## config.mk

```make
export PLATFORM = sky130hd
export DESIGN_NAME = act_readout_engine
export DESIGN_NICKNAME = d
export VERILOG_FILES = /design/src/rtl/act_readout_engine_pkg.sv /design/src/rtl/act_readout_engine_sync_fifo.sv /design/src/rtl/act_readout_engine.sv
export SDC_FILE = /design/constraint.sdc
export NUM_CORES = 1
export LEC_CHECK = 0
export CORE_MARGIN = 3
export CORE_UTILIZATION = 59
export CTS_CLUSTER_DIAMETER = 50
export CTS_CLUSTER_SIZE = 20
export DETAILED_ROUTE_END_ITERATION = 10
export PLACE_DENSITY_LB_ADDON = 0.08
export RECOVER_POWER = 25
export REMOVE_ABC_BUFFERS = 1
export SLEW_MARGIN = 20
export SYNTH_ARGS = -nofsm -noshare
export SYNTH_HDL_FRONTEND = slang
export SYNTH_HIERARCHICAL = 1
export SYNTH_SLANG_ARGS = --single-unit
```

## constraint.sdc

```tcl
create_clock -name clk -period 5.8 [get_ports clk]
set_input_delay 0.58 -clock clk [delete_from_list [all_inputs] [get_ports clk]]
set_output_delay 0.58 -clock clk [all_outputs]
set_load 0.05 [all_outputs]
```

## src/rtl/act_readout_engine_pkg.sv

```systemverilog
// Shared widths, field positions, FSM encoding and helpers for the activation read-back engine.
package act_readout_engine_pkg;

    localparam int unsigned ADDR_W  = 16;
    localparam int unsigned RDATA_W = 32;
    localparam int unsigned CNT_W   = 12;
    localparam int unsigned IDX_W   = 12;
    localparam int unsigned VAL_W   = 16;
    localparam int unsigned PE_W    = 6;
    localparam int unsigned SLOT_W  = 6;
    localparam int unsigned PE_LSB  = 10;
    localparam int unsigned ACT_LSB = 0;
    localparam int unsigned IDX_LSB = 16;
    localparam int unsigned VAL_LSB = 0;

    typedef enum logic [1:0] {
        ST_IDLE     = 2'd0,
        ST_WAIT_IRQ = 2'd1,
        ST_ISSUE    = 2'd2,
        ST_DRAIN    = 2'd3
    } state_t;

    typedef struct packed {
        logic [IDX_W-1:0] idx;
        logic [VAL_W-1:0] act;
    } act_beat_t;

    // PE index in the upper field, activation slot in the lower field, gap bits zero.
    function automatic logic [ADDR_W-1:0] make_addr(input logic [PE_W-1:0]   pe,
                                                     input logic [SLOT_W-1:0] slot);
        logic [ADDR_W-1:0] a;
        a = '0;
        a[PE_LSB +: PE_W]    = pe;
        a[ACT_LSB +: SLOT_W] = slot;
        return a;
    endfunction

    // Extract the {index, value} pair carried by a read response word.
    function automatic act_beat_t unpack_rdata(input logic [RDATA_W-1:0] w);
        act_beat_t b;
        b.idx = w[IDX_LSB +: IDX_W];
        b.act = w[VAL_LSB +: VAL_W];
        return b;
    endfunction

endpackage

```

## src/rtl/act_readout_engine_sync_fifo.sv

```systemverilog
// Synchronous FIFO with occupancy count; push on a full FIFO is accepted when a pop happens the same cycle.
module act_readout_engine_sync_fifo #(
    parameter int unsigned WIDTH = 28,
    parameter int unsigned DEPTH = 8
) (
    input  logic                   clk,
    input  logic                   rst_n,
    input  logic                   push,
    input  logic [WIDTH-1:0]       push_data,
    input  logic                   pop,
    output logic [WIDTH-1:0]       head,
    output logic [$clog2(DEPTH):0] count,
    output logic                   full,
    output logic                   empty
);

    localparam int unsigned PTR_W = $clog2(DEPTH);
    localparam int unsigned CNT_W = PTR_W + 1;

    logic [WIDTH-1:0] mem [DEPTH];
    logic [PTR_W-1:0] wr_ptr;
    logic [PTR_W-1:0] rd_ptr;
    logic             wr_ok;
    logic             rd_ok;

    assign full  = (count == CNT_W'(DEPTH));
    assign empty = (count == '0);
    assign head  = mem[rd_ptr];

    // Qualify push/pop against occupancy.
    always_comb begin
        rd_ok = pop && !empty;
        wr_ok = push && (!full || rd_ok);
    end

    // Storage array, no reset needed.
    always_ff @(posedge clk) begin
        if (wr_ok) begin
            mem[wr_ptr] <= push_data;
        end
    end

    // Pointers and occupancy.
    always_ff @(posedge clk or negedge rst_n) begin
        if (!rst_n) begin
            wr_ptr <= '0;
            rd_ptr <= '0;
            count  <= '0;
        end else begin
            if (wr_ok) begin
                wr_ptr <= wr_ptr + PTR_W'(1);
            end
            if (rd_ok) begin
                rd_ptr <= rd_ptr + PTR_W'(1);
            end
            count <= count + CNT_W'(wr_ok) - CNT_W'(rd_ok);
        end
    end

endmodule

```

## src/rtl/act_readout_engine.sv

```systemverilog
// Activation read-back sequencer: waits for the accelerator interrupt, walks
// addresses PE-first with credit-limited reads, buffers responses and streams them out.
module act_readout_engine
    import act_readout_engine_pkg::*;
#(
    parameter int unsigned NUM_PE     = 64,
    parameter int unsigned FIFO_DEPTH = 8
) (
    input  logic               clk,
    input  logic               rst_n,
    input  logic               start,
    input  logic [CNT_W-1:0]   act_no,
    input  logic               interrupt,
    output logic               busy,
    output logic               done,
    output logic               err,
    output logic               read_en,
    input  logic               read_rdy,
    output logic [ADDR_W-1:0]  read_addr,
    output logic               read_data_rdy,
    input  logic               read_data_vld,
    input  logic [RDATA_W-1:0] read_data,
    output logic               out_vld,
    input  logic               out_rdy,
    output logic [IDX_W-1:0]   out_idx,
    output logic [VAL_W-1:0]   out_act
);

    localparam int unsigned FCNT_W = $clog2(FIFO_DEPTH) + 1;
    localparam int unsigned OCC_W  = FCNT_W + 2;
    localparam int unsigned BEAT_W = $bits(act_beat_t);

    state_t            state;
    state_t            state_next;

    logic [CNT_W-1:0]  act_no_q;
    logic [CNT_W-1:0]  req_cnt;
    logic [CNT_W-1:0]  rsp_cnt;
    logic [FCNT_W-1:0] outstanding;
    logic [PE_W-1:0]   pe_idx;
    logic [SLOT_W-1:0] act_addr;
    logic              armed;

    logic              fifo_full;
    logic              fifo_empty;
    logic [FCNT_W-1:0] fifo_count;
    act_beat_t         fifo_head;
    act_beat_t         rsp_beat;

    logic              start_ok;
    logic              xfer;
    logic              push;
    logic              pop;
    logic              rsp_err;
    logic              rsp_ok;

    logic              busy_next;
    logic              done_next;
    logic              read_en_next;
    logic [CNT_W-1:0]  req_cnt_next;
    logic [CNT_W-1:0]  rsp_cnt_next;
    logic [FCNT_W-1:0] outstanding_next;
    logic [PE_W-1:0]   pe_idx_next;
    logic [SLOT_W-1:0] act_addr_next;
    logic [FCNT_W-1:0] fifo_count_next;
    logic              out_vld_next;
    logic [OCC_W-1:0]  occ_next;

    assign read_data_rdy = !fifo_full;
    assign rsp_beat      = unpack_rdata(read_data);
    assign start_ok      = start && (state == ST_IDLE);

    // Handshake qualifiers; responses are dropped until the first start after reset.
    always_comb begin
        xfer    = read_en && read_rdy;
        push    = read_data_vld && !fifo_full && armed;
        rsp_err = push && (outstanding == '0);
        rsp_ok  = push && (outstanding != '0);
        pop     = !fifo_empty && (!out_vld || out_rdy);
    end

    // Next values of counters, address walker and buffer occupancy (output stage counts as one slot).
    always_comb begin
        req_cnt_next     = req_cnt;
        rsp_cnt_next     = rsp_cnt;
        outstanding_next = outstanding;
        pe_idx_next      = pe_idx;
        act_addr_next    = act_addr;
        if (start_ok) begin
            req_cnt_next     = '0;
            rsp_cnt_next     = '0;
            outstanding_next = '0;
            pe_idx_next      = '0;
            act_addr_next    = '0;
        end else begin
            if (xfer) begin
                req_cnt_next = req_cnt + CNT_W'(1);
                if (pe_idx == PE_W'(NUM_PE - 1)) begin
                    pe_idx_next   = '0;
                    act_addr_next = act_addr + SLOT_W'(1);
                end else begin
                    pe_idx_next = pe_idx + PE_W'(1);
                end
            end
            rsp_cnt_next     = rsp_cnt + CNT_W'(push);
            outstanding_next = outstanding + FCNT_W'(xfer) - FCNT_W'(rsp_ok);
        end
        fifo_count_next = fifo_count + FCNT_W'(push) - FCNT_W'(pop);
        out_vld_next    = pop ? 1'b1 : (out_rdy ? 1'b0 : out_vld);
        occ_next        = OCC_W'(outstanding_next) + OCC_W'(fifo_count_next) + OCC_W'(out_vld_next);
    end

    // FSM state register.
    always_ff @(posedge clk or negedge rst_n) begin
        if (!rst_n) begin
            state <= ST_IDLE;
        end else begin
            state <= state_next;
        end
    end

    // FSM next state and next values of the registered control outputs.
    always_comb begin
        state_next   = state;
        busy_next    = busy;
        done_next    = 1'b0;
        read_en_next = 1'b0;
        case (state)
            ST_IDLE: begin
                if (start_ok) begin
                    if (act_no == '0) begin
                        done_next = 1'b1;
                    end else begin
                        busy_next  = 1'b1;
                        state_next = ST_WAIT_IRQ;
                    end
                end
            end
            ST_WAIT_IRQ: begin
                if (interrupt) begin
                    state_next = ST_ISSUE;
                end
            end
            ST_ISSUE: begin
                if (read_en && !read_rdy) begin
                    read_en_next = 1'b1;
                end else begin
                    read_en_next = (req_cnt_next < act_no_q) && (occ_next < OCC_W'(FIFO_DEPTH));
                end
                if (req_cnt_next == act_no_q) begin
                    state_next = ST_DRAIN;
                end
            end
            ST_DRAIN: begin
                if ((rsp_cnt == act_no_q) && fifo_empty && (!out_vld || out_rdy)) begin
                    done_next  = 1'b1;
                    busy_next  = 1'b0;
                    state_next = ST_IDLE;
                end
            end
            default: begin
                state_next = ST_IDLE;
            end
        endcase
    end

    // Control outputs, counters and request address.
    always_ff @(posedge clk or negedge rst_n) begin
        if (!rst_n) begin
            busy        <= 1'b0;
            done        <= 1'b0;
            err         <= 1'b0;
            read_en     <= 1'b0;
            read_addr   <= '0;
            act_no_q    <= '0;
            req_cnt     <= '0;
            rsp_cnt     <= '0;
            outstanding <= '0;
            pe_idx      <= '0;
            act_addr    <= '0;
            armed       <= 1'b0;
        end else begin
            busy        <= busy_next;
            done        <= done_next;
            err         <= start_ok ? 1'b0 : (err || rsp_err);
            read_en     <= read_en_next;
            read_addr   <= make_addr(pe_idx_next, act_addr_next);
            req_cnt     <= req_cnt_next;
            rsp_cnt     <= rsp_cnt_next;
            outstanding <= outstanding_next;
            pe_idx      <= pe_idx_next;
            act_addr    <= act_addr_next;
            if (start_ok) begin
                act_no_q <= act_no;
                armed    <= 1'b1;
            end
        end
    end

    // Output stage: head of FIFO is loaded when the stage is empty or being consumed.
    always_ff @(posedge clk or negedge rst_n) begin
        if (!rst_n) begin
            out_vld <= 1'b0;
            out_idx <= '0;
            out_act <= '0;
        end else begin
            out_vld <= out_vld_next;
            if (pop) begin
                out_idx <= fifo_head.idx;
                out_act <= fifo_head.act;
            end
        end
    end

    act_readout_engine_sync_fifo #(
        .WIDTH (BEAT_W),
        .DEPTH (FIFO_DEPTH)
    ) u_fifo (
        .clk       (clk),
        .rst_n     (rst_n),
        .push      (push),
        .push_data (rsp_beat),
        .pop       (pop),
        .head      (fifo_head),
        .count     (fifo_count),
        .full      (fifo_full),
        .empty     (fifo_empty)
    );

endmodule

```

Yosys cells after proc, flatten, opt, wreduce, memory -nomap -nowiden
Memories as Yosys holds them, arrays and structs flattened. A register that Yosys moved wholly into a read port is not among the register bits.
Index checks and enable logic that the tools add are counted.
{ "classes": {"eq_ne": 12, "n_lt_le_gt_ge": 2, "mux": 31, "addsub": 14, "reduce_logical": 29} }
{ "op_table": {"columns": ["op", "count"], "rows": [
  ["12-bit 2-to-1 mux", 3],
  ["6-bit 2-to-1 mux", 6],
  ["12-bit == test", 2],
  ["1-bit logical AND", 13],
  ["1-bit 2-to-1 mux", 13],
  ["12-bit by 1-bit adder with 12-bit output", 1],
  ["12-bit by 1-bit adder with 12-bit output (second input constant)", 1],
  ["4-bit by 1-bit adder with 4-bit output", 3],
  ["6-bit by 1-bit adder with 6-bit output (second input constant)", 2],
  ["12-bit logical NOT", 1],
  ["12-bit less-than comparator", 1],
  ["4-bit by 1-bit subtractor with 4-bit output", 3],
  ["2-bit 2-to-1 mux", 5],
  ["2-bit inequality test (second input constant)", 5],
  ["4-bit logical NOT", 2],
  ["2-bit case mux with 4 select lines", 1],
  ["3-bit by 1-bit adder with 3-bit output (second input constant)", 2],
  ["5-bit by 1-bit adder with 6-bit output", 1],
  ["6-bit == test (second input constant)", 1],
  ["6-bit by 4-bit less-than comparator with 1-bit output (second input constant)", 1],
  ["4-bit by 4-bit adder with 5-bit output", 1],
  ["1-bit logical NOT", 5],
  ["5-bit AND reduction", 1],
  ["2-bit == test (second input constant)", 2],
  ["other kinds (9)", 12]
]} }
{ "totals": {"register_bits": 82, "memories": 1, "input_bits": 51, "ram_bits": 224, "output_inout_bits": 50, "wordCells": 106} }
{ "memory_table": {"columns": ["name", "words", "width", "read_ports", "rd_clocked_by_memory_dff", "write_ports", "line_no", "source"], "rows": [
  ["u_fifo.mem", 8, 28, 1, 1, 1, "act_readout_engine_sync_fifo.sv:20", "logic [WIDTH-1:0] mem [DEPTH];"]
]} }

Logic depth before layout (Yosys ltp)
{ "depth": {"ltp_word": 13, "mapped_depth": 19, "ltp_nobuf": 19} }

Cells and area by module
The synthesis kept the hierarchy.
{ "by_module_without_submodules": {"columns": ["module", "cells_per_inst", "instances", "seq_area_each_um2", "area_per_inst_um2"], "rows": [
  ["act_readout_engine_sync_fifo", 383, 1, 6976.7, 9172.5],
  ["act_readout_engine", 421, 1, 2202.1, 4548.1]
]} }

Worst setup path after synthesis
OpenSTA, ideal clock, no wires.
{ "synth_path": {"path_type": "flip-flop to flip-flop", "startpoint": "reg u_fifo.count[2]", "endpoint": "mem u_fifo.mem[0][0], enable pin", "arrival_time_ns": 4.727, "t_required_ns": 5.316, "setup_ns": 0.484, "synth_period_minus_slack_ns": 5.211, "path_slack_ns": 0.589, "path_stages_with_launch": 10, "path_buffers": 2, "cell_sequence": "dfrtp_1 -> inv_1 -> ha_1 -> nor3b_1 -> nor2b_1 -> buf_1 -> buf_2 -> nor2b_1 -> nor2_2 -> nor4_1"} }
{ "synth_via": {"elab_chain_len": 8, "elab_cells_between_ends": 12, "classes_between": "eq/ne (1); mux (2); reduce/logical (9)"} }
{ "synth_lines": {"columns": ["item", "line_no", "source"], "rows": [
  ["from (decl)", "act_readout_engine_sync_fifo.sv:12", "output logic [$clog2(DEPTH):0] count,"],
  ["from (signal assigned)", "act_readout_engine_sync_fifo.sv:56", "count <= count + CNT_W'(wr_ok) - CNT_W'(rd_ok);"],
  ["4-bit logical NOT", "act_readout_engine_sync_fifo.sv:27", "assign empty = (count == '0);"],
  ["net fifo_empty", "act_readout_engine.sv:45", "logic fifo_empty;"],
  ["1-bit logical NOT", "act_readout_engine.sv:79", "pop = !fifo_empty && (!out_vld || out_rdy);"],
  ["1-bit logical AND", "act_readout_engine.sv:79", null],
  ["net pop", "act_readout_engine.sv:53", "logic pop;"],
  ["1-bit logical AND", "act_readout_engine_sync_fifo.sv:32", "rd_ok = pop && !empty;"],
  ["1-bit logical OR", "act_readout_engine_sync_fifo.sv:33", "wr_ok = push && (!full || rd_ok);"],
  ["1-bit logical AND", "act_readout_engine_sync_fifo.sv:33", null],
  ["1-bit 2-to-1 mux", "act_readout_engine_sync_fifo.sv:38", "if (wr_ok) begin"],
  ["1-bit 2-to-1 mux (not written as such)", "act_readout_engine_sync_fifo.sv:39", "mem[wr_ptr] <= push_data;"],
  ["to (decl)", "act_readout_engine_sync_fifo.sv:20", null]
]} }
The timed path passes the listed nets, and every way through them passes these cells.

Worst setup path after layout
{ "layout_path": {"startpoint": "reg u_fifo.count[2]", "endpoint": "reg read_en"} }
{ "layout_via": {"elab_chain_len": 13, "elab_cells_between_ends": 19, "classes_between": "add/sub (5); order compare (1); eq/ne (1); mux (4); reduce/logical (8)"} }
{ "layout_lines": {"columns": ["item", "line_no", "source"], "rows": [
  ["4-bit == test", "act_readout_engine_sync_fifo.sv:26", "assign full = (count == CNT_W'(DEPTH));"],
  ["net fifo_full", "act_readout_engine.sv:44", "logic fifo_full;"],
  ["1-bit logical NOT", "act_readout_engine.sv:76", "push = read_data_vld && !fifo_full && armed;"],
  ["1-bit logical AND (2 in a row)", "act_readout_engine.sv:76", null],
  ["net push", "act_readout_engine.sv:52", "logic push;"],
  ["1-bit logical AND", "act_readout_engine.sv:78", "rsp_ok = push && (outstanding != '0);"],
  ["4-bit by 1-bit subtractor with 4-bit output", "act_readout_engine.sv:106", "outstanding_next = outstanding + FCNT_W'(xfer) - FCNT_W'(rsp_ok);"],
  ["4-bit 2-to-1 mux", "act_readout_engine.sv:89", "if (start_ok) begin"],
  ["net outstanding_next[2]", "act_readout_engine.sv:62", "logic [FCNT_W-1:0] outstanding_next;"],
  ["4-bit by 4-bit adder with 5-bit output", "act_readout_engine.sv:110", "occ_next = OCC_W'(outstanding_next) + OCC_W'(fifo_count_next) + OCC_W'(out_vld_next);"],
  ["5-bit by 1-bit adder with 6-bit output", "act_readout_engine.sv:110", null],
  ["6-bit by 4-bit less-than comparator with 1-bit output", "act_readout_engine.sv:148", "read_en_next = (req_cnt_next < act_no_q) && (occ_next < OCC_W'(FIFO_DEPTH));"],
  ["1-bit logical AND", "act_readout_engine.sv:148", null],
  ["1-bit 2-to-1 mux", "act_readout_engine.sv:145", "if (read_en && !read_rdy) begin"],
  ["1-bit 2-to-1 mux", "act_readout_engine.sv:128", "case (state)"],
  ["net read_en_next", "act_readout_engine.sv:59", "logic read_en_next;"],
  ["to (signal assigned)", "act_readout_engine.sv:186", "read_en <= read_en_next;"],
  ["to (decl)", "act_readout_engine.sv:17", "output logic read_en,"]
]} }
The timed path passes the listed nets, and every way through them passes these cells.
A chain may end at the register's enable or synchronous reset.

==> run summary <==
Post-Syn Area per Cell - 17.1 sq um
Synth area leader - edfxtp_1
Fin area - 0.0163 sq mm
Yosys reg bits - 322
Crit path kind - reg -> reg
CP arrival - 4330 ps
R2r startpoint - u_fifo/count[2]
Routed vias/inst - 5.71
Ports - 101
Worst Hold Class - reg -> reg
GRT Util Overall - 21.6%
Max Freq - 0.255 GHz
Number of DRC markers in iteration 0 - 490
Drt drc - 0
Simple-gate portion of the synthesized area - 5.39%
Ys Warns - 6
Die height - 158 um
Worst-path clk slew - 50 ps
Fin. Hold Viols - 0
Crit path launch - u_fifo/count[2]
FP Rows - 55
Post-synth ARST share - 30.4%
Post-synth EDFFs - 224
Wirelength per Cell - 20.9 um
Vias in the first global route - 7684
P_int - 0.00572 W
Share of cells above drive strength 1 - 18.5%
Flop-to-flop setup slack - 1870 ps
Hpwl dp - 16.3 mm
Switching power - 0.00280 W
Setup crit start kind - flop
Initial antenna violation count - 2
Crit-path max cell delay - 530 ps
RR Endpoint - read_en
Dpl cell area - 0.0151 sq mm
Power per cell area - 524 mW/mm^2
Slowest cell on crit path - or3b_2
Fin nets - 1018
Worst ir drop on vdd - 0.000394 V
Adder-cell share of the synthesized area - 4.27%
Fill cell count - 1471
Max-Cap Viols - 1
Data required, critical path - 6200 ps
Post-Synth XOR/XNOR Area - 3.05%
Max_slew headroom - -78.6%
Root Buffer - clkbuf_16
Global-route wire length before repair - 41.2 mm
Core area - 0.0228 sq mm
Crit path cell chain - inv_1 > ha_1 > or3b_2 > inv_1 > inv_1 > and3_1 > inv_1 > nor2_1 > ha_1 > inv_1 > ha_1 > fa_1 > xnor2_1 > nor2_1 > ha_1 > nor4_1 > a31oi_1 > a211oi_1
H-Tree Level Count - 2
Area of the multi-input gates - 0.00427 sq mm
Largest net degree at the start of global routing - 58
Yosys top cell area share - 49.0%
Ranking of synthesized cells by area - edfxtp_1 (49%), dfrtp_1 (18%), mux4_2 (8.0%)
Largest family of logic cells by synthesized area - multiplexers
CTS tree - yes
Worst setup EP type - flop
Status - finished with violations
Unrepaired setup endpoints after global routing - false
Num CTS Buffers - 34
IO buf count - 92
Clock sink count - 322
Routed wire length - 26.3 mm
P_leak - 6.09 nW
Cts hold-fix bufs - 0
CTS resizes - 0
Synthesized area - 0.0137 sq mm
Hold WS - 462 ps
Cells after Synth - 804
FF+latch area - 0.00919 sq mm
Worst-margin pin slew - 2680 ps
Failing checks - capacitance limit, slew limit
Layout overhead on the synthesized area - 18.5%
Worst setup path endpoint - read_en
Die width - 158 um
Setup bufs post-CTS - 0
Placed Cells - 1199
Non-Filler Instances - 1261
Initial core utilization - 60.2%
Clock tree buffer depth - 3
DRT Pass-1 Iters - 4
Period Utilization, post-route - 67.7%
R2R depth - 18
Crit-path max FO - 11
Via count - 7206
Routed Antenna Nets - 0
Final Util - 71.4%
Most used cell, CP - inv_1
Antenna diode count - 0
Setup Viol. Count Final - 0
Worst Skew - 27.6 ps
RD Place Congestion - 0.856
Min Tclk post-route - 3930 ps
Grt ovf - 0
Worst skew pair latency - 520 ps
Post-synthesis mux area share - 15.3%
Combinational power share - 35.3%
Most used flip-flop cell after synthesis - edfxtp_1
Clock share of power - 26.3%
Synth unique cells - 56
Compound-Gate Fraction of Synth Area - 2.64%
Switch share - 32.9%
Flop pwr share - 38.4%
Post-synthesis sequential area ratio - 66.9%
Die area - 0.0251 sq mm
Pins Over Slew Limit - 44
==> routing by layer <==
metal | up-vias | share of wire (%) | global-route usage (%)
li1 | 3302 | - | -
met1 | 3696 | 43 | 28.5
met2 | 158 | 52 | 37.4
met3 | 46 | 3.8 | 3.78
met4 | 4 | 1.9 | 5.86
met5 | - | 0.080 | 0
==> how the worst min path moves through the flow <==
stage                     start          end  slack (ps)  cells after the start
final                     armed        armed         460                      1
after global routing      armed        armed         490                      1
after CTS                 rst_n   out_act[6]         100                      1
after detailed placement  armed        armed         450                      1
after global placement    armed        armed         440                      1
after floorplan           rst_n  act_addr[0]         280                      0
==> stage by stage <==
stage               power, W  setup TNS, ps  setup slack, ps
global placement     0.00620              0             1660
detailed placement   0.00635              0             1560
CTS                  0.00862              0             1820
global route         0.00897              0             1480
finish               0.00852              0             1870
floorplan            0.00547          -8550             -176
==> worst max-delay path: cells and delay by family (launching register included) <==
kind            cells  cell delay [ps]
buf+inv             5              470
xor+xnor            1              160
compound gates      2              340
flops               1              400
simple gates        5             1240
fa+ha+maj           5             1230
==> power by group through the flow <==
stage               Combinational (W)  Sequential, W  Clock (W)
floorplan                     0.00173        0.00374          0
global placement              0.00286        0.00334          0
detailed placement            0.00303        0.00332          0
CTS                           0.00305        0.00328    0.00229
global route                  0.00326        0.00332    0.00239
finish                        0.00300        0.00327    0.00224
==> logic make-up after synthesis <==
group | Yosys count
XOR/XNOR | 46
multiplexers | 119
flip-flops | 322
buffers and inverters | 67
other | 1
AO/OA/AOI/OAI | 57
AND/OR/NAND/NOR | 147
adder cells (fa/ha/maj) | 45
==> final cells by class <==
cell class / instances / share of cell area (%)
Tap cell: 313 / 2.41
Inverter: 37 / 0.854
Clock inverter: 22 / 1.55
Timing Repair Buffer: 109 / 6.64
Multi-Input combinational cell: 418 / 26.3
Sequential cell: 322 / 56.5
Clock buffer: 40 / 5.77
==> synthesized netlist by cell type (3+ instances only) <==
library cell / n
a21o_1: 7
a21oi_1: 17
and3_1: 8
buf_1: 5
buf_12: 3
buf_2: 9
buf_4: 4
clkbuf_1: 8
dfrtp_1: 98
edfxtp_1: 224
fa_1: 3
ha_1: 42
inv_1: 35
mux2_1: 30
mux2_4: 28
mux2i_1: 3
mux4_1: 7
mux4_2: 49
nand2_1: 31
nand2b_1: 6
nand3_1: 13
nand4_1: 12
nor2_1: 34
nor2b_1: 10
nor3_1: 9
nor4_1: 8
o21ai_0: 3
o21ai_1: 16
or3_1: 6
xnor2_1: 31
xor2_1: 13
==> cell usage in the layout (no fill, tap or decap), types with 4 or more instances in the layout <==
cell type / n
edfxtp_1: 224
dfrtp_1: 95
clkdlybuf4s50_1: 72
mux4_2: 49
ha_1: 42
clkbuf_16: 37
inv_1: 35
nor2_1: 34
nand2_1: 31
xnor2_1: 31
mux2_1: 30
mux2_4: 28
dlygate4sd3_1: 19
a21oi_1: 17
o21ai_1: 16
buf_4: 14
nand3_1: 13
xor2_1: 13
nand4_1: 12
nor2b_1: 9
and3_1: 8
a21o_1: 7
mux4_1: 7
or3_1: 6
nor4_1: 6
nand2b_1: 6
nor3_2: 6
clkinv_4: 5
conb_1: 4
inv_6: 4
clkinv_2: 4
clkbuf_1: 4
==> registers in the layout, summed over array words and instances, names as in the netlist <==
signal	cells
err	1
out_act	16
u_fifo/wr_ptr	3
rsp_cnt	12
u_fifo/rd_ptr	3
u_fifo/mem	224
state	2
act_addr	5
armed	1
read_addr	2
u_fifo/count	4
out_idx	12
busy	1
read_en	1
out_vld	1
done	1
act_no_q	12
outstanding	4
req_cnt	12
pe_idx	5
Power figures use the tool's default switching activity.
